$ cat config.mk
export PLATFORM = sky130hd
export DESIGN_NAME = muldiv_ctrl
export DESIGN_NICKNAME = d
export VERILOG_FILES = /design/src/rtl/muldiv_ctrl.sv
export SDC_FILE = /design/constraint.sdc
export NUM_CORES = 1
export LEC_CHECK = 0
export BUFFER_PORTS_ARGS = -buffer_cell sky130_fd_sc_hd__buf_2
export CORE_MARGIN = 1.5
export CORE_UTILIZATION = 45
export DETAILED_ROUTE_END_ITERATION = 10
export HOLD_SLACK_MARGIN = 0.1
export PLACE_DENSITY = 0.73
export SYNTH_ARGS = -nofsm -noshare
export SYNTH_HDL_FRONTEND = slang
export SYNTH_SLANG_ARGS = --single-unit
$ cat constraint.sdc
create_clock -name clk -period 5.2 [get_ports clk]
set_clock_uncertainty 0.15 [all_clocks]
set_input_delay 0.52 -clock clk [delete_from_list [all_inputs] [get_ports clk]]
set_output_delay 0.52 -clock clk [all_outputs]
set_load 0.02 [all_outputs]
$ cat src/rtl/muldiv_ctrl.sv
// Multi-cycle multiply/divide sequencer for the EX stage.
// Iterative shift-add multiply and restoring divide with HI/LO results.
module muldiv_ctrl #(
  parameter int DATA_WIDTH = 32,
  parameter int CNT_WIDTH  = 6
) (
  input  logic                  clk,
  input  logic                  rst,
  input  logic                  start,
  input  logic [5:0]            funct,
  input  logic [DATA_WIDTH-1:0] operand_1,
  input  logic [DATA_WIDTH-1:0] operand_2,
  input  logic                  flush,
  output logic                  stall_req,
  output logic                  done,
  output logic [DATA_WIDTH-1:0] hi,
  output logic [DATA_WIDTH-1:0] lo
);

  localparam int W = DATA_WIDTH;
  localparam logic [CNT_WIDTH-1:0] CNT_LAST = CNT_WIDTH'(W - 1);

  typedef enum logic [1:0] {
    S_IDLE,
    S_BUSY,
    S_DONE
  } state_e;

  state_e               state_q, state_d;
  logic [CNT_WIDTH-1:0] cnt_q, cnt_d;
  logic                 done_q, done_d;
  logic [W-1:0]         hi_q, hi_d;
  logic [W-1:0]         lo_q, lo_d;
  logic [2*W-1:0]       acc_q, acc_d;
  logic [W-1:0]         opb_q, opb_d;
  logic                 is_div_q, is_div_d;
  logic                 neg_quo_q, neg_quo_d;
  logic                 neg_rem_q, neg_rem_d;

  logic           md_op;
  logic           op_div;
  logic           op_sgn;
  logic           accept;
  logic [W-1:0]   mag_a;
  logic [W-1:0]   mag_b;
  logic [W:0]     mul_sum;
  logic [2*W-1:0] mul_next;
  logic [W:0]     div_sh;
  logic [W:0]     div_diff;
  logic [2*W-1:0] div_next;
  logic [2*W-1:0] step;
  logic [2*W-1:0] prod;
  logic [W-1:0]   quo;
  logic [W-1:0]   rem;

  // 0x18..0x1B: bit1 selects divide, bit0 selects unsigned
  assign md_op  = (funct[5:2] == 4'b0110);
  assign op_div = funct[1];
  assign op_sgn = ~funct[0];
  assign accept = start & md_op & ~flush;

  assign mag_a = (op_sgn & operand_1[W-1]) ? -operand_1 : operand_1;
  assign mag_b = (op_sgn & operand_2[W-1]) ? -operand_2 : operand_2;

  // Multiplier bits live in acc low half, shifted out LSB first
  assign mul_sum  = {1'b0, acc_q[2*W-1:W]}
                  + (acc_q[0] ? {1'b0, opb_q} : '0);
  assign mul_next = {mul_sum, acc_q[W-1:1]};

  // Remainder in acc high half, dividend/quotient in low half
  assign div_sh   = acc_q[2*W-1:W-1];
  assign div_diff = div_sh - {1'b0, opb_q};
  assign div_next = div_diff[W]
                  ? {acc_q[2*W-2:0], 1'b0}
                  : {div_diff[W-1:0], acc_q[W-2:0], 1'b1};

  assign step = is_div_q ? div_next : mul_next;
  assign prod = neg_quo_q ? -step : step;
  assign quo  = neg_quo_q ? -step[W-1:0] : step[W-1:0];
  assign rem  = neg_rem_q ? -step[2*W-1:W] : step[2*W-1:W];

  assign stall_req = ((state_q == S_IDLE) & accept)
                   | (state_q == S_BUSY);
  assign done = done_q;
  assign hi   = hi_q;
  assign lo   = lo_q;

  always_comb begin
    state_d   = state_q;
    cnt_d     = cnt_q;
    done_d    = 1'b0;
    hi_d      = hi_q;
    lo_d      = lo_q;
    acc_d     = acc_q;
    opb_d     = opb_q;
    is_div_d  = is_div_q;
    neg_quo_d = neg_quo_q;
    neg_rem_d = neg_rem_q;
    if (flush) begin
      state_d = S_IDLE;
      cnt_d   = '0;
    end else begin
      unique case (state_q)
        S_IDLE: begin
          if (accept) begin
            acc_d     = {{W{1'b0}}, mag_a};
            opb_d     = mag_b;
            is_div_d  = op_div;
            neg_quo_d = op_sgn & (operand_1[W-1] ^ operand_2[W-1]);
            neg_rem_d = op_sgn & operand_1[W-1];
            cnt_d     = '0;
            if (op_div && (operand_2 == '0)) begin
              state_d = S_DONE;
              done_d  = 1'b1;
              hi_d    = operand_1;
              lo_d    = '1;
            end else begin
              state_d = S_BUSY;
            end
          end
        end
        S_BUSY: begin
          acc_d = step;
          cnt_d = cnt_q + 1'b1;
          if (cnt_q == CNT_LAST) begin
            state_d = S_DONE;
            done_d  = 1'b1;
            cnt_d   = '0;
            if (is_div_q) begin
              hi_d = rem;
              lo_d = quo;
            end else begin
              hi_d = prod[2*W-1:W];
              lo_d = prod[W-1:0];
            end
          end
        end
        S_DONE: begin
          state_d = S_IDLE;
        end
        default: begin
          state_d = S_IDLE;
        end
      endcase
    end
  end

  always_ff @(posedge clk) begin
    if (rst) begin
      state_q   <= S_IDLE;
      cnt_q     <= '0;
      done_q    <= 1'b0;
      hi_q      <= '0;
      lo_q      <= '0;
      acc_q     <= '0;
      opb_q     <= '0;
      is_div_q  <= 1'b0;
      neg_quo_q <= 1'b0;
      neg_rem_q <= 1'b0;
    end else begin
      state_q   <= state_d;
      cnt_q     <= cnt_d;
      done_q    <= done_d;
      hi_q      <= hi_d;
      lo_q      <= lo_d;
      acc_q     <= acc_d;
      opb_q     <= opb_d;
      is_div_q  <= is_div_d;
      neg_quo_q <= neg_quo_d;
      neg_rem_q <= neg_rem_d;
    end
  end

endmodule

==> Yosys cells after proc, flatten, opt, wreduce, memory -nomap -nowiden <==
Index checks and enable logic that the tools add are counted.
{ "op_classes": {"n_bitwise": 10, "n_mux": 31, "n_reduce_logical": 10, "n_addsub": 8, "eq_ne": 6} }
{ "op_table": {"columns": ["operator", "n"], "rows": [
  ["$mux W32", 13],
  ["$mux W64", 4],
  ["$neg A32 Y32", 4],
  ["$pmux W32 S2", 2],
  ["$pmux W64 S2", 1],
  ["$neg A64 Y64", 1],
  ["$add A32 B32 Y33", 1],
  ["$sub A33 B32 Y33", 1],
  ["$logic_not A32 Y1", 1],
  ["$mux W6", 2],
  ["$pmux W6 S2", 1],
  ["$add A6 B1 Y6 const B", 1],
  ["$and A1 B1 Y1", 6],
  ["$eq A6 B5 Y1 const B", 1],
  ["$mux W2", 3],
  ["$reduce_and A3 Y1", 2],
  ["$reduce_and A5 Y1", 1],
  ["$eq A4 B3 Y1 const B", 1],
  ["$ne A2 B1 Y1 const B", 2],
  ["$pmux W2 S2", 1],
  ["$reduce_and A2 Y1", 2],
  ["$mux W1", 3],
  ["$eq A2 B1 Y1 const B", 1],
  ["$logic_not A2 Y1", 1],
  ["8 further kinds", 9]
]} }
{ "totals": {"regBits": 172, "out_inout_bits": 66, "wordCells": 75} }

==> Logic depth before layout (Yosys ltp) <==
Gate-level depths: netlist of the first run.
{ "depth": {"depth_word": 8, "mapped_depth": 25, "mapped_depth_nobuf": 24} }

==> Least setup slack after synthesis of the first run <==
OpenSTA, ideal clock, no wires.
{ "synth_path": {"path_type": "register to register", "startpoint": "register acc_q[31]", "endpoint": "register hi_q[26], in the netlist hi[26]", "arrival_ps": 5436, "setup_slack_ps": -457, "required_time_ps": 4979, "stages_incl_launch_ff": 26, "synth_period_minus_slack_ps": 5657, "setup_ps": 71, "cell_sequence": "dfxtp_1 > inv_1 > ha_1 > inv_1 > fa_1 > a21o_1 > a221oi_2 > o31a_2 > a21boi_2 > o211ai_2 > buf_6 > nor2_1 > a21oi_1 > ha_1 > o211ai_1 > or2_1 > or4_1 > nor3b_1 > nand2_1 > or2_2 > a21boi_0 > o211ai_1 > o31a_1 > xnor2_1 > a211o_1 > a21oi_1"} }
{ "synth_between": {"elab_chain_len": 8, "elab_cells_between_ends": 10} }
{ "synth_lines": {"columns": ["element", "line_no", "text"], "rows": [
  ["from (decl)", "34", "logic [2*W-1:0] acc_q, acc_d;"],
  ["from (signal assigned)", "155", "acc_q <= '0;"],
  ["from (signal assigned)", "166", "acc_q <= acc_d;"],
  ["$sub A33 B32 Y33", "72", "assign div_diff = div_sh - {1'b0, opb_q};"],
  ["$mux W64", "74", "? {acc_q[2*W-2:0], 1'b0}"],
  ["$mux W64 (*)", "77", "assign step = is_div_q ? div_next : mul_next;"],
  ["$neg A64 Y64 / $neg A32 Y32 (equally long branches)", "78, 80", null],
  ["$mux W64 / $mux W32 (equally long branches)", "78, 80", null],
  ["$mux W32 (*)", "129", "if (is_div_q) begin"],
  ["$mux W32 (*)", "125", "if (cnt_q == CNT_LAST) begin"],
  ["$pmux W32 S2 (*)", "103", "unique case (state_q)"],
  ["to (signal assigned)", "164", "hi_q <= hi_d;"],
  ["to (decl)", "32", "logic [W-1:0] hi_q, hi_d;"]
]} }
Every way passes the cells marked *; elsewhere a longest branch is shown, timed or not. The select of a mux whose other input is x is not followed.
A chain may end at the register's enable or synchronous reset.

==> Worst setup path after layout of the first run <==
{ "layout_path": {"startpoint": "register opb_q[11]", "endpoint": "register hi_q[26], in the netlist hi[26]"} }
{ "layout_between": {"elab_chain_len": 8, "elab_cells_between_ends": 12} }
{ "layout_lines": {"columns": ["element", "line_no", "text"], "rows": [
  ["from (decl)", "35", "logic [W-1:0] opb_q, opb_d;"],
  ["from (signal assigned)", "167", "opb_q <= opb_d;"],
  ["$sub A33 B32 Y33 / $mux W32 (equally long branches)", "72, 67", null],
  ["$mux W64 / $add A32 B32 Y33 (equally long branches)", "74, 67", null],
  ["$mux W64 (*)", "77", null],
  ["$neg A64 Y64 / $neg A32 Y32 (equally long branches)", "78, 80", null],
  ["$mux W64 / $mux W32 (equally long branches)", "78, 80", null],
  ["$mux W32 (*)", "129", null],
  ["$mux W32 (*)", "125", null],
  ["$pmux W32 S2 (*)", "103", null]
]} }
Marks and branches as above.

==> results.toml, run 1 <==
[outcome]
status = "finished clean"

[cells_and_area]
post-route-cell-area_um2 = 17900
final_cell_mix = "nor2_1 (228), nand2_1 (213), a21oi_1 (193), buf_4 (173), dfxtp_1 (169)"
diodes = 0
final_common_cell = "nor2_1"
fin_util = 0.549
area_growth_pct = 19.6
drive_above_1_share = 0.196
nNetsFinal = 2403
fin_cells = 2712

[grt]
grt_pass1_wl_um = 90800
grt_usage = 0.346
overflow = 0
antenna_found_initial = 1
grt_pass1_vias = 15500
grt_max_degree = 77

[routing]
vias = 17000
drc_errors = 0
drtPass1Iterations = 7
drt-total-wl_um = 59500
wire_per_inst_um = 22.0
viasPerCell = 6.27
ant_nets = 0
drtIter0Drc = 2043

[synthesis]
synth-seq-cells = 172
synthFlopType = "dfxtp_1"
synth-edff-count = 0
async_reset_ff_frac = 0
syn_avg_cell_area_um2 = 7.32
ys_seq_area_frac = 0.230
syn_inst = 2046
yosysUniqueCellTypes = 95
syn_area_um2 = 15000
synth.net_count = 2191
yosysWarningCount = 0

[die]
die_y_um = 185
die_area_um2 = 34400
start_util = 0.459
io_pins = 140
rows = 66
core-area_um2 = 32600
die_x_um = 185

[power_and_ir_drop]
p_sw_frac = 0.311
vdd_drop_max_v = 0.000220
switchingPower_mw = 1.01
comb_power_share = 0.187
internal-power_mw = 2.23
clockPowerShare = 0.404
power_leakage_nw = 7.36
power.density_nw_per_um2 = 181
p_seq_frac = 0.410
p_total_mw = 3.24

[placed_design]
placed_cell_area_um2 = 17100
portBuffers = 139
pre_cts_slack_ps = -59.1
routabilityCongestion = 0.991
place_hpwl_um = 46100
dpl.cell_count = 2679

[timing]
setup_violations = 0
worst_slew_pin_slew_ps = 1250
fin_crit_sh = 0.988
rsz0062_at_grt = "true"
slew_violations = 0
hold_viol = 0
finalSetupTns_ps = 0
fin_hold_ws_ps = 175
finalWorstSetupSlack_ps = 61.7
clock.fmax_ghz = 0.195
period_needed_ps = 5140
slew_headroom = 0.162

[worst_setup_path]
cp_max_fo = 6
crit_type = "reg -> reg"
crit_chain = "inv_1, ha_1, a21oi_1, o211ai_1, a21oi_1, a21boi_4, o211ai_4, nor2_2, a21oi_2, ha_2, o211ai_1, or2_1, or4_4, nor3b_4, nand2_2, or2_4, a21boi_2, o211ai_1, o31a_1, xnor2_1, a211o_1, a21oi_2"
critPathTopFamily = "compound AO/OA/AOI/OAI gates"
ff2ff_setup_slack_ps = 60
critPathLaunchType = "flop"
crit_top_cell = "o211ai_1"
cp_data_required_time_ps = 5450
path_buf_inv = 1
arrival_ps = 5390
cp_slowest_cell = "a21oi_1"
slowest_delay_ps = 450
end_kind = "flop"

[run]
maxCapViolations = 0

[clock_network]
cts_made_buffers = 17
cts.sinks = 172
cts_buffer_depth = 2
clk_latency_ps = 470
clk_pin_slew_ps = 80
cts.htree.levels = 4
clockRootBuffer = "clkbuf_16"
cts_tree = "built"

[min_path]
hp-class = "in -> reg"
==> state kept, by name, indices dropped and copies added (netlist names) <==
| name | cells |
|---|---|
| acc_q | 64 |
| cnt_q | 6 |
| done | 1 |
| hi | 32 |
| is_div_q | 1 |
| lo | 32 |
| neg_quo_q | 1 |
| neg_rem_q | 1 |
| opb_q | 32 |
| state_q | 2 |
==> logic make-up (layout without fill, tap and decap cells) <==
group                      Yosys count  in the layout  synth area share
AOI/OAI and AO/OA                  672            672             0.301
xor gates and xnor gates           155            155            0.0906
adders and majority gates           71             71            0.0603
buffers and inverters              182            406            0.0489
DFF                                172            172             0.230
muxes                               44             44            0.0304
and+or+nand+nor                    750            750             0.239
==> repair_timing <==
item	4_1_cts	5_1_grt
pin swaps	0	21
setup buffers	0	2
setup endpoints to repair	4	28
hold buffers	0	0
resized for setup	1	39
==> power groups by stage <==
stage               combinational [mW]  clock, mW  sequential [mW]
global route                     0.636       1.36             1.33
CTS                              0.560       1.31             1.33
detailed placement               0.557          0             1.36
global placement                 0.554          0             1.36
finish                           0.604       1.31             1.33
floorplan                        0.330          0             1.35
==> metal layers <==
metal  vias up  global-route usage  share of wire
met5         -                   0              0
met1      8090               0.502           0.45
li1       7903                   -              -
met2       882               0.521           0.43
met3       121              0.0491          0.091
met4         0               0.114          0.029
==> final cells by class <==
cell class / instances / area (um^2)
clock buffer: 19 / 443
clock inverter: 12 / 116
fill: 3173 / 14700
inverter: 59 / 221
multi-input combinational: 1692 / 11100
sequential: 172 / 3450
tap: 442 / 553
timing repair buffer: 316 / 2070
==> final timing paths <==
check	start	endpoint	cells after the start
setup / recovery	opb_q[11]	hi[26]	22
hold / removal	funct[1]	is_div_q	3
setup reg to reg	opb_q[11]	hi[26]	22
hold reg to reg	cnt_q[5]	cnt_q[5]	2
==> worst reg2reg max path, cell delays in order (launching register included) <==
cell and delay [ps]:
dfxtp_1 350, inv_1 50, ha_1 360, a21oi_1 260, o211ai_1 220, a21oi_1 450
a21boi_4 140, o211ai_4 250, nor2_2 70, a21oi_2 140, ha_2 200, o211ai_1 100
or2_1 240, or4_4 440, nor3b_4 270, nand2_2 130, or2_4 260, a21boi_2 130
o211ai_1 90, o31a_1 260, xnor2_1 140, a211o_1 290, a21oi_2 110
==> synthesized netlist by cell type, types with 13 or more instances <==
cell / count / area share
nor2_1: 233 / 0.058
nand2_1: 215 / 0.054
a21oi_1: 197 / 0.066
dfxtp_1: 172 / 0.23
o21ai_0: 107 / 0.036
xnor2_1: 98 / 0.057
clkbuf_1: 88 / 0.022
ha_1: 69 / 0.058
a211oi_1: 64 / 0.032
inv_1: 59 / 0.015
xor2_1: 57 / 0.033
nor3_1: 51 / 0.017
o211ai_1: 41 / 0.021
and2_1: 38 / 0.016
nand3_1: 35 / 0.012
a31oi_1: 33 / 0.014
mux2i_1: 32 / 0.021
a21o_1: 29 / 0.015
a22oi_1: 28 / 0.014
o31ai_1: 24 / 0.012
and3_1: 20 / 0.0084
nand2b_1: 20 / 0.0084
or3_1: 20 / 0.0084
a311oi_1: 19 / 0.011
nor2b_1: 19 / 0.0079
buf_1: 17 / 0.0043
nand4_1: 17 / 0.0071
o21a_1: 17 / 0.0085
nor4_1: 16 / 0.0067
buf_2: 13 / 0.0043
Power figures use the tool's default switching activity.
==> inputs of run 2 (changes only) <==
- CORE_UTILIZATION: 45 -> 25
- PLACE_DENSITY: 0.73 -> 0.49
==> run 2 against run 1 <==
Effect of this change: the run now ends with design-rule violations left; non-clock buffer count increased by 61; wire length increased by 12%; sequential share of layout area decreased by 0.89 points; clock-buffer cell count decreased by 2; fmax increased by 0.56%; clock power increased by 5%; largest cell class unchanged; largest power group is now the clock network.
==> results.toml, run 2 (synthesized netlist as in run 1, its figures left out) <==
[placed_design]
pre_cts_slack_ps = -52.1
portBuffers = 139
place_hpwl_um = 52500
routabilityCongestion = 0.958
dpl.cell_count = 3071

[worst_setup_path]
slowest_delay_ps = 600
cp_max_fo = 3
crit_chain = "ha_4, inv_1, fa_2, a21o_1, buf_4, a221o_1, a21o_1, a211oi_1, buf_4, xor2_2, o2111ai_1, a221oi_2, buf_4, nand4bb_1, or4_1, o31a_1, xnor2_1, a211o_1, a21oi_2"
critPathLaunchType = "flop"
crit_top_cell = "buf_4"
crit_type = "reg -> reg"
cp_data_required_time_ps = 5460
path_buf_inv = 4
arrival_ps = 5370
critPathTopFamily = "compound AO/OA/AOI/OAI gates"
cp_slowest_cell = "or4_1"
end_kind = "flop"

[power_and_ir_drop]
p_total_mw = 3.31
vdd_drop_max_v = 0.000239
power.density_nw_per_um2 = 176
power_leakage_nw = 7.68

[routing]
viasPerCell = 5.45
ant_nets = 0
drt-total-wl_um = 66600
vias = 16900
drtIter0Drc = 1532
wire_per_inst_um = 21.4
drc_errors = 3
drtPass1Iterations = 8

[cells_and_area]
area_growth_pct = 25.3
regMostFlops = "acc_q"
fin_cells = 3105
largest_register_ffs = 64
final_cell_mix = "buf_4 (237), nor2_1 (230), nand2_1 (214), a21oi_1 (193), dfxtp_1 (170)"
fillCellCount = 6365
diodes = 0
drive_above_1_share = 0.216
fin_util = 0.317
final_common_cell = "buf_4"
nNetsFinal = 2464

[clock_network]
clk_pin_slew_ps = 80
cts_tree = "built"
clk_latency_ps = 480
cts_buffer_depth = 2
cts.htree.levels = 4
cts_made_buffers = 17
cts.sinks = 172
clockRootBuffer = "clkbuf_16"

[grt]
grt_max_degree = 77
grt_usage = 0.213
grt_pass1_vias = 16000
grt_pass1_wl_um = 98700
overflow = 0
antenna_found_initial = 1

[timing]
rsz0062_at_grt = "true"
clock.fmax_ghz = 0.196
slew_headroom = 0.155
setup_violations = 0
worst_slew_pin_slew_ps = 1260
fin_crit_sh = 0.983
period_needed_ps = 5110
hold_viol = 0
slew_violations = 0
finalWorstSetupSlack_ps = 90.2

[die]
rows = 89
die_area_um2 = 61400
io_pins = 140
die_x_um = 248
start_util = 0.253
core-area_um2 = 59100
die_y_um = 248

[run]
maxCapViolations = 0

[outcome]
status = "complete, but fails checks"
violations = "design-rule violations"

[min_path]
hp-class = "in -> reg"
## run 2: changes by cell type in the layout (fill, tap and decap cells not counted), moves of 2 or more
cell        delta
clkinv_4       -3
clkinvlp_4     -2
clkinv_8       +3
nor2_1         +2
nor4_1         +2
buf_6          -2
inv_8          +3
nor2_2         -2
buf_4         +64
inv_6          +2
nor4_2         -3
## run 2: worst paths after layout
check / start / end / slack, ps / depth (start not counted)
setup / recovery: opb_q[0] / hi[26] / 90 / 19
hold reg to reg: opb_q[25] / opb_q[25] / 320 / 2
setup reg to reg: opb_q[0] / hi[26] / 90 / 19
hold / removal: funct[1] / is_div_q / 180 / 3
## run 2: power by group
| group | switching [mW] | total, mW | internal (mW) |
|---|---|---|---|
| Clock | 0.685 | 1.37 | 0.688 |
| Sequential | 0.00512 | 1.33 | 1.32 |
| Combinational | 0.374 | 0.609 | 0.235 |
## run 2: layer usage
metal  share of wire  global-route usage
met1            0.46               0.286
met2            0.45               0.341
met3           0.056              0.0308
met4           0.037              0.0881
met5               0                   0
## run 2: final cells by class
cell class | count | area, um^2 | share of cell area
multi-input cells | 1692 | 11000 | 0.587
flip-flops and latches | 172 | 3450 | 0.184
repair buffers | 377 | 2510 | 0.134
well taps | 773 | 967 | 0.0515
clock buffers | 17 | 425 | 0.0227
inverters | 59 | 221 | 0.0118
clock inverters | 15 | 175 | 0.00933
## run 2: what timing repair did
item / 4_1_cts / 5_1_grt
gates resized for setup: 2 / 27
endpoints found under the setup margin: 1 / 20
hold buffers: 0 / 0
pin swaps: 0 / 10
buffers inserted: 0 / 2
## run 2: worst reg2reg max path: cells and delay by family (launching register included)
| family | cells | cell delay (ps) |
|---|---|---|
| xor gates and xnor gates | 2 | 370 |
| AOI/OAI and AO/OA | 9 | 2400 |
| buffers and inverters | 4 | 560 |
| DFF | 1 | 380 |
| and+or+nand+nor | 2 | 720 |
| adders and majority gates | 2 | 490 |
## run 2: through the flow
step | hold slack [ps] | instance area [um^2] | setup TNS, ps
2_1_floorplan | 288 | 15000 | 0
3_3_place_gp | 300 | 18000 | -56.4
3_5_place_dp | 310 | 18000 | -52.1
4_1_cts | 156 | 18600 | 0
5_1_grt | 186 | 18800 | -45.9
6_report | 179 | 18800 | 0
